<file path="config.mk">
export PLATFORM = sky130hd
export DESIGN_NAME = sym_mapper
export DESIGN_NICKNAME = d
export VERILOG_FILES = /design/src/rtl/sdr_types_pkg.sv /design/src/rtl/sym_mapper_lut.sv /design/src/rtl/sym_mapper.sv
export SDC_FILE = /design/constraint.sdc
export NUM_CORES = 1
export LEC_CHECK = 0
export ABC_AREA = 1
export BUFFER_PORTS_ARGS = -buffer_cell sky130_fd_sc_hd__buf_2
export CAP_MARGIN = 20
export CORE_MARGIN = 8
export CORE_UTILIZATION = 29
export CTS_CLUSTER_SIZE = 12
export DETAILED_ROUTE_END_ITERATION = 16
export GPL_TIMING_DRIVEN = 1
export PLACE_DENSITY = 0.54
export SLEW_MARGIN = 10
export SYNTH_ARGS = -nofsm -noshare
export SYNTH_HDL_FRONTEND = slang
export SYNTH_SLANG_ARGS = --single-unit
</file>
<file path="constraint.sdc">
create_clock -name clk -period 2.1 [get_ports clk]
set_clock_uncertainty 0.05 [all_clocks]
set_input_delay 0.42 -clock clk [delete_from_list [all_inputs] [get_ports clk]]
set_output_delay 0.42 -clock clk [all_outputs]
set_load 0.01 [all_outputs]
</file>
<file path="src/rtl/sdr_types_pkg.sv">
// Shared types for the SDR transmit chain.
//   Width macros : BIT_AXI_W (bitstream beat), IQ_W (one I/Q component),
//                  SYM_AXI_W (packed {I,Q} symbol beat).
//   iq_t         : signed Q1.15 complex sample.
//   pack_iq      : iq_t -> {I, Q} AXI-Stream word.
//   map_mode_t   : constellation selector for sym_mapper.
//   map_state_t  : sym_mapper output FSM states.
`ifndef BIT_AXI_W
`define BIT_AXI_W 8
`endif
`ifndef IQ_W
`define IQ_W 16
`endif
`ifndef SYM_AXI_W
`define SYM_AXI_W 32
`endif

package sdr_types_pkg;

  typedef struct packed {
    logic signed [`IQ_W-1:0] i;
    logic signed [`IQ_W-1:0] q;
  } iq_t;

  typedef enum logic {MAP_BPSK = 1'b0, MAP_QPSK = 1'b1} map_mode_t;

  typedef enum logic {ST_EMPTY = 1'b0, ST_EMIT = 1'b1} map_state_t;

  localparam logic signed [`IQ_W-1:0] BPSK_AMP_DEF = 16'sd32767;
  localparam logic signed [`IQ_W-1:0] QPSK_AMP_DEF = 16'sd23170;

  function automatic logic [`SYM_AXI_W-1:0] pack_iq(input iq_t s);
    return {s.i, s.q};
  endfunction

endpackage

</file>
<file path="src/rtl/sym_mapper_lut.sv">
// Combinational constellation lookup.
//   mode : MAP_BPSK or MAP_QPSK
//   bits : bits[1] is the first (MSB-side) bit, bits[0] the second;
//          bits[0] is ignored in BPSK.
//   iq   : mapped symbol. Bit 0 -> +AMP, bit 1 -> -AMP. BPSK puts the
//          symbol on I with Q = 0; QPSK (Gray) puts bits[1] on I and
//          bits[0] on Q.
module sym_mapper_lut
  import sdr_types_pkg::*;
#(
  parameter int                      IQ_W     = `IQ_W,
  parameter logic signed [IQ_W-1:0]  BPSK_AMP = BPSK_AMP_DEF,
  parameter logic signed [IQ_W-1:0]  QPSK_AMP = QPSK_AMP_DEF
) (
  input  map_mode_t   mode,
  input  logic [1:0]  bits,
  output iq_t         iq
);

  // Amplitudes are strictly below full scale, so negation cannot overflow.
  function automatic logic signed [IQ_W-1:0] bit_to_amp(
    input logic signed [IQ_W-1:0] amp,
    input logic                   b
  );
    return b ? -amp : amp;
  endfunction

  always_comb begin
    iq = '0;
    if (mode == MAP_QPSK) begin
      iq.i = bit_to_amp(QPSK_AMP, bits[1]);
      iq.q = bit_to_amp(QPSK_AMP, bits[0]);
    end else begin
      iq.i = bit_to_amp(BPSK_AMP, bits[1]);
      iq.q = '0;
    end
  end

endmodule

</file>
<file path="src/rtl/sym_mapper.sv">
// Constellation mapper: bytes in, Q1.15 complex symbols out, MSB-first.
//   clk, rst              : clock, synchronous active-high reset
//   mode                  : 0 = BPSK (8 symbols/byte), 1 = QPSK (4 symbols/byte),
//                           sampled when a byte is accepted
//   s_tdata/s_tvalid/s_tready/s_tlast : byte stream input
//   m_tdata/m_tvalid/m_tready/m_tlast/m_tkeep : {I,Q} symbol stream output
//   sym_count             : symbols handed off since reset (wraps)
module sym_mapper
  import sdr_types_pkg::*;
#(
  parameter int                      IQ_W     = `IQ_W,
  parameter logic signed [IQ_W-1:0]  BPSK_AMP = BPSK_AMP_DEF,
  parameter logic signed [IQ_W-1:0]  QPSK_AMP = QPSK_AMP_DEF
) (
  input  logic                   clk,
  input  logic                   rst,
  input  logic                   mode,
  input  logic [`BIT_AXI_W-1:0]  s_tdata,
  input  logic                   s_tvalid,
  output logic                   s_tready,
  input  logic                   s_tlast,
  output logic [`SYM_AXI_W-1:0]  m_tdata,
  output logic                   m_tvalid,
  input  logic                   m_tready,
  output logic                   m_tlast,
  output logic [3:0]             m_tkeep,
  output logic [31:0]            sym_count
);

  map_state_t                state_p0, state_nxt;
  logic [`BIT_AXI_W-1:0]     sr_p0;      // unsent bits, next symbol at the MSBs
  logic [2:0]                cnt_p0;     // symbols remaining after the current one
  map_mode_t                 mode_p0;    // mode latched with the held byte
  logic                      last_p0;    // tlast latched with the held byte
  logic [`SYM_AXI_W-1:0]     data_p0;

  logic       m_hs;
  logic       accept;
  logic       advance;
  map_mode_t  lut_mode;
  logic [1:0] lut_bits;
  iq_t        lut_iq;

  // s_tready depends only on registered state and m_tready, never s_tvalid.
  assign m_tvalid = (state_p0 == ST_EMIT);
  assign s_tready = (state_p0 == ST_EMPTY) || (m_tready && (cnt_p0 == 3'd0));
  assign m_hs     = m_tvalid && m_tready;
  assign accept   = s_tvalid && s_tready;
  assign advance  = m_hs && (cnt_p0 != 3'd0);

  assign m_tdata  = data_p0;
  assign m_tlast  = m_tvalid && last_p0 && (cnt_p0 == 3'd0);
  assign m_tkeep  = 4'hF;

  // A fresh byte maps its own top bits; otherwise map the shift register.
  assign lut_mode = accept ? map_mode_t'(mode) : mode_p0;
  assign lut_bits = accept ? s_tdata[`BIT_AXI_W-1 -: 2] : sr_p0[`BIT_AXI_W-1 -: 2];

  sym_mapper_lut #(
    .IQ_W     (IQ_W),
    .BPSK_AMP (BPSK_AMP),
    .QPSK_AMP (QPSK_AMP)
  ) u_lut (
    .mode (lut_mode),
    .bits (lut_bits),
    .iq   (lut_iq)
  );

  always_comb begin
    state_nxt = state_p0;
    case (state_p0)
      ST_EMPTY: if (accept) state_nxt = ST_EMIT;
      // Final symbol leaving: refill in the same cycle if a byte is waiting.
      ST_EMIT:  if (m_hs && (cnt_p0 == 3'd0)) state_nxt = accept ? ST_EMIT : ST_EMPTY;
      default:  state_nxt = ST_EMPTY;
    endcase
  end

  // ---- stage p0: output register, shift register and counters ----
  always_ff @(posedge clk) begin
    if (rst) begin
      state_p0  <= ST_EMPTY;
      sr_p0     <= '0;
      cnt_p0    <= 3'd0;
      mode_p0   <= MAP_BPSK;
      last_p0   <= 1'b0;
      data_p0   <= '0;
      sym_count <= 32'd0;
    end else begin
      state_p0 <= state_nxt;
      if (m_hs) sym_count <= sym_count + 32'd1;
      if (accept) begin
        data_p0 <= pack_iq(lut_iq);
        mode_p0 <= map_mode_t'(mode);
        last_p0 <= s_tlast;
        if (map_mode_t'(mode) == MAP_QPSK) begin
          sr_p0  <= {s_tdata[`BIT_AXI_W-3:0], 2'b00};
          cnt_p0 <= 3'd3;
        end else begin
          sr_p0  <= {s_tdata[`BIT_AXI_W-2:0], 1'b0};
          cnt_p0 <= 3'd7;
        end
      end else if (advance) begin
        data_p0 <= pack_iq(lut_iq);
        cnt_p0  <= cnt_p0 - 3'd1;
        if (mode_p0 == MAP_QPSK) sr_p0 <= {sr_p0[`BIT_AXI_W-3:0], 2'b00};
        else                     sr_p0 <= {sr_p0[`BIT_AXI_W-2:0], 1'b0};
      end
    end
  end

endmodule

</file>
==> impl_results.md <==
- Initial antenna violation count: 0
- Hold path cells: 3
- Clock Tree Buf Depth: 2
- Chip width: about 120 um
- CTS tree: done
- Setup violators final: 0
- Die H: between 100 and 150 um
- Tcrit/Tclk final: 90.6%
- Leakage: between 1.5 and 2 nW
- Core area: between 0.01 and 0.015 mm2
- Max Fclk: ~530 MHz
- Worst Reg-to-Reg Cells: 11
- Post-synthesis sequential area ratio: a little over a third
- Crit-path max FO: 11
- CP arrival: 2060 ps
- CP endpoint kind: register
- Critical Path Max Stage Delay: 320 ps
- Synth Instances: between 400 and 500
- Io pins: 85
- Synth area leader: dfxtp_1
- DRC viols: 0
- Max-cap violations: 0
- Unrepaired setup endpoints after global routing: false
- CTS Buf Count: 5
- Routed Antenna Nets: 0
- Fin nets: 515
- Required @ worst endpoint: roughly 2300 ps
- CP max-delay cell: dfxtp_1
- First-pass GRT wire length: 12,500 um
- Avg WL per Cell: around 12 um
- Internal: between 1 and 1.5 mW
- Setup ws final: 197 ps
- CP startpoint kind: register
- Seq. cell area: 0.00106 mm2
- Logic gate share of total power: between 10% and 20%
- Min Tclk post-route: 1900 ps
- Multi-input gate area: ~0.0015 mm2
- Resized Gates After CTS: 0
- Worst path most repeated cell: nand2_2
- Warnings, synthesis: 0
- Peak VDD IR: 0.224 mV
- Synth Register Bits: 53
- Syn_area_per_cell: about 6.8 um2
- Share of the synthesized area in the top cell type: roughly 35%
- Ant diodes: 0
- CTS root buf: clkbuf_8
- Worst setup path class: reg2reg
- Post-synth EDFFs: 0
- Net Switching: between 500 and 600 uW
- Slew Limit Fails: 0
- Grt ovf: 0
- DR vias/cell: between 4 and 5
- Share of cells above drive strength 1: between 20% and 30%
- Pwr Density: ~570 mW/mm2
- Setup bufs post-CTS: 0
- Clock-pin slew on the worst setup and hold paths: approximately 100 ps
- Crit-path cells: inv_1, ha_1, nand3_1, nand2_2, nand2_2, nand2_1, nand2_2, inv_1, ha_1, nor2_1, nor2_1
- Number of vias after detailed routing: between 2,000 and 3,000
- Clock latency on the worst-skew pair: around 310 ps
- DR iter-0 viols: around 120
- Hpwl dp: between 5000 and 6000 um
- GRT Total Usage: between 10% and 20%
- Sw Share: 29.3%
- Gpl congestion: 0.774
- Unique masters post-synth: 37
- Pin count of the biggest net entering global routing: 32
- CTS H-tree depth: 2
- Synth async-reset ratio: 0%
- Pre-CTS setup slack: ~210 ps
- Status: finished, final reports clean
- Die area: between 0.01 and 0.015 mm2
- Min Hold Slack: between 300 and 400 ps
- Setup TNS: 0 ps
- Final wirelength: 7480 um
- Crit path max-delay family: simple AND/OR/NAND/NOR gates
- CP bufs+invs: 2
- Clock share of power: 30.2%
- Post-Syn Area: between 0.003 and 0.004 mm2
- P&R area growth vs syn: 14.4%
- Area contributors post-synth: dfxtp_1, nand2_1, nor2_1
- Starting Density: 29.5%
- Hold Crit Class: in2reg
- FILL cells: approximately 1,100
- CTS sink count: 53
- Hold Fails Final Rpt: 0
- Hold-fix buffers, CTS: 0
- Vias in the first global route: around 2,600
- Post-synth top flop: dfxtp_1
- Number of placement rows: 37
- Flop pwr share: a little over half
- PortBufs: between 70 and 80
- Stages on worst setup path: 11
- Pre-Repair DR Iteration Count: 4
-- layout make-up --
cell class / instances / share of cell area [%]
Clock inverter: 3 / 0.619
Sequential cell: 53 / 30.9
Timing Repair Buffer: 83 / 12.4
Tap cell: 136 / 4.95
Multi-Input combinational cell: 301 / 43.3
Inverter: 53 / 5.83
Clock buffer: 5 / 2.00
-- final timing paths --
| check | startpoint | end | slack (ps) |
|---|---|---|---|
| setup / recovery | cnt_p0[0] | m_tdata[29] | 200 |
| hold / removal | s_tdata[0] | sr_p0[1] | 340 |
| setup reg to reg | cnt_p0[0] | m_tdata[29] | 200 |
| hold reg to reg | m_tdata[1] | m_tdata[1] | 420 |
-- cells in the final DEF (no fill, tap or decap), types with 5 or more instances in the layout --
cell and instances:
nand3_1 27, nand2_2 6, o21ai_0 25, nand4_1 8
nor3_1 6, clkbuf_8 5, dfxtp_1 53, nand2_1 96
a21oi_1 28, nor2_1 63, inv_1 52, buf_2 79
conb_1 5
-- kinds of logic after synthesis --
kind of cell / share of synthesized area, %
compound gates: 12.4
other cells: 0.250
xor+xnor: 1.17
buf+inv: 15.5
simple gates: 33.8
flops: 35.3
fa+ha+maj: 1.67
-- power by group through the flow --
stage	combinational, mW	sequential (mW)	clock (mW)
6_report	0.298	1.07	0.594
5_1_grt	0.337	1.08	0.671
4_1_cts	0.304	1.07	0.625
3_5_place_dp	0.303	1.10	0
3_3_place_gp	0.301	1.10	0
2_1_floorplan	0.240	1.10	0
-- routing by layer --
| layer | up-vias | GRT usage, % | share of wire (%) |
|---|---|---|---|
| met4 | 0 | 2.88 | 1.1 |
| met2 | 71 | 17.7 | 44 |
| li1 | 1479 | - | - |
| met5 | - | 0 | 0 |
| met1 | 1259 | 12.8 | 47 |
| met3 | 6 | 3.36 | 7.7 |
-- registers in the layout, indices dropped and copies added, names as in the netlist --
register	flops
m_tdata	8
last_p0	1
cnt_p0	3
mode_p0	1
m_tvalid	1
sr_p0	7
sym_count	32
-- Yosys cell counts (3+ instances only) --
| cell type | count |
|---|---|
| nand2_1 | 96 |
| nor2_1 | 63 |
| dfxtp_1 | 53 |
| inv_1 | 52 |
| buf_4 | 30 |
| a21oi_1 | 28 |
| nand3_1 | 27 |
| o21ai_0 | 25 |
| nand4_1 | 8 |
| clkbuf_1 | 6 |
| nand2_2 | 6 |
| nor3_1 | 6 |
| ha_1 | 4 |
| nand2_4 | 3 |
| nor2_2 | 3 |
| nor2_4 | 3 |
-- through the flow --
| step | util [%] | instance area [um2] | power [mW] | cells |
|---|---|---|---|---|
| 2_1_floorplan | - | 3010 | 1.34 | 445 |
| 3_3_place_gp | 32.9 | 3350 | 1.40 | 626 |
| 3_5_place_dp | 32.9 | 3350 | 1.40 | 626 |
| 4_1_cts | 33.7 | 3440 | 2.00 | 634 |
| 5_1_grt | 33.7 | 3440 | 2.09 | 634 |
| 6_report | 33.7 | 3440 | 1.97 | 634 |
-- tightest hold or removal path: cells and delay by family --
kind / cells / cell delay, ps
buf+inv: 1 / 100
simple gates: 1 / 70
compound gates: 1 / 60
Power figures use the tool's default switching activity.
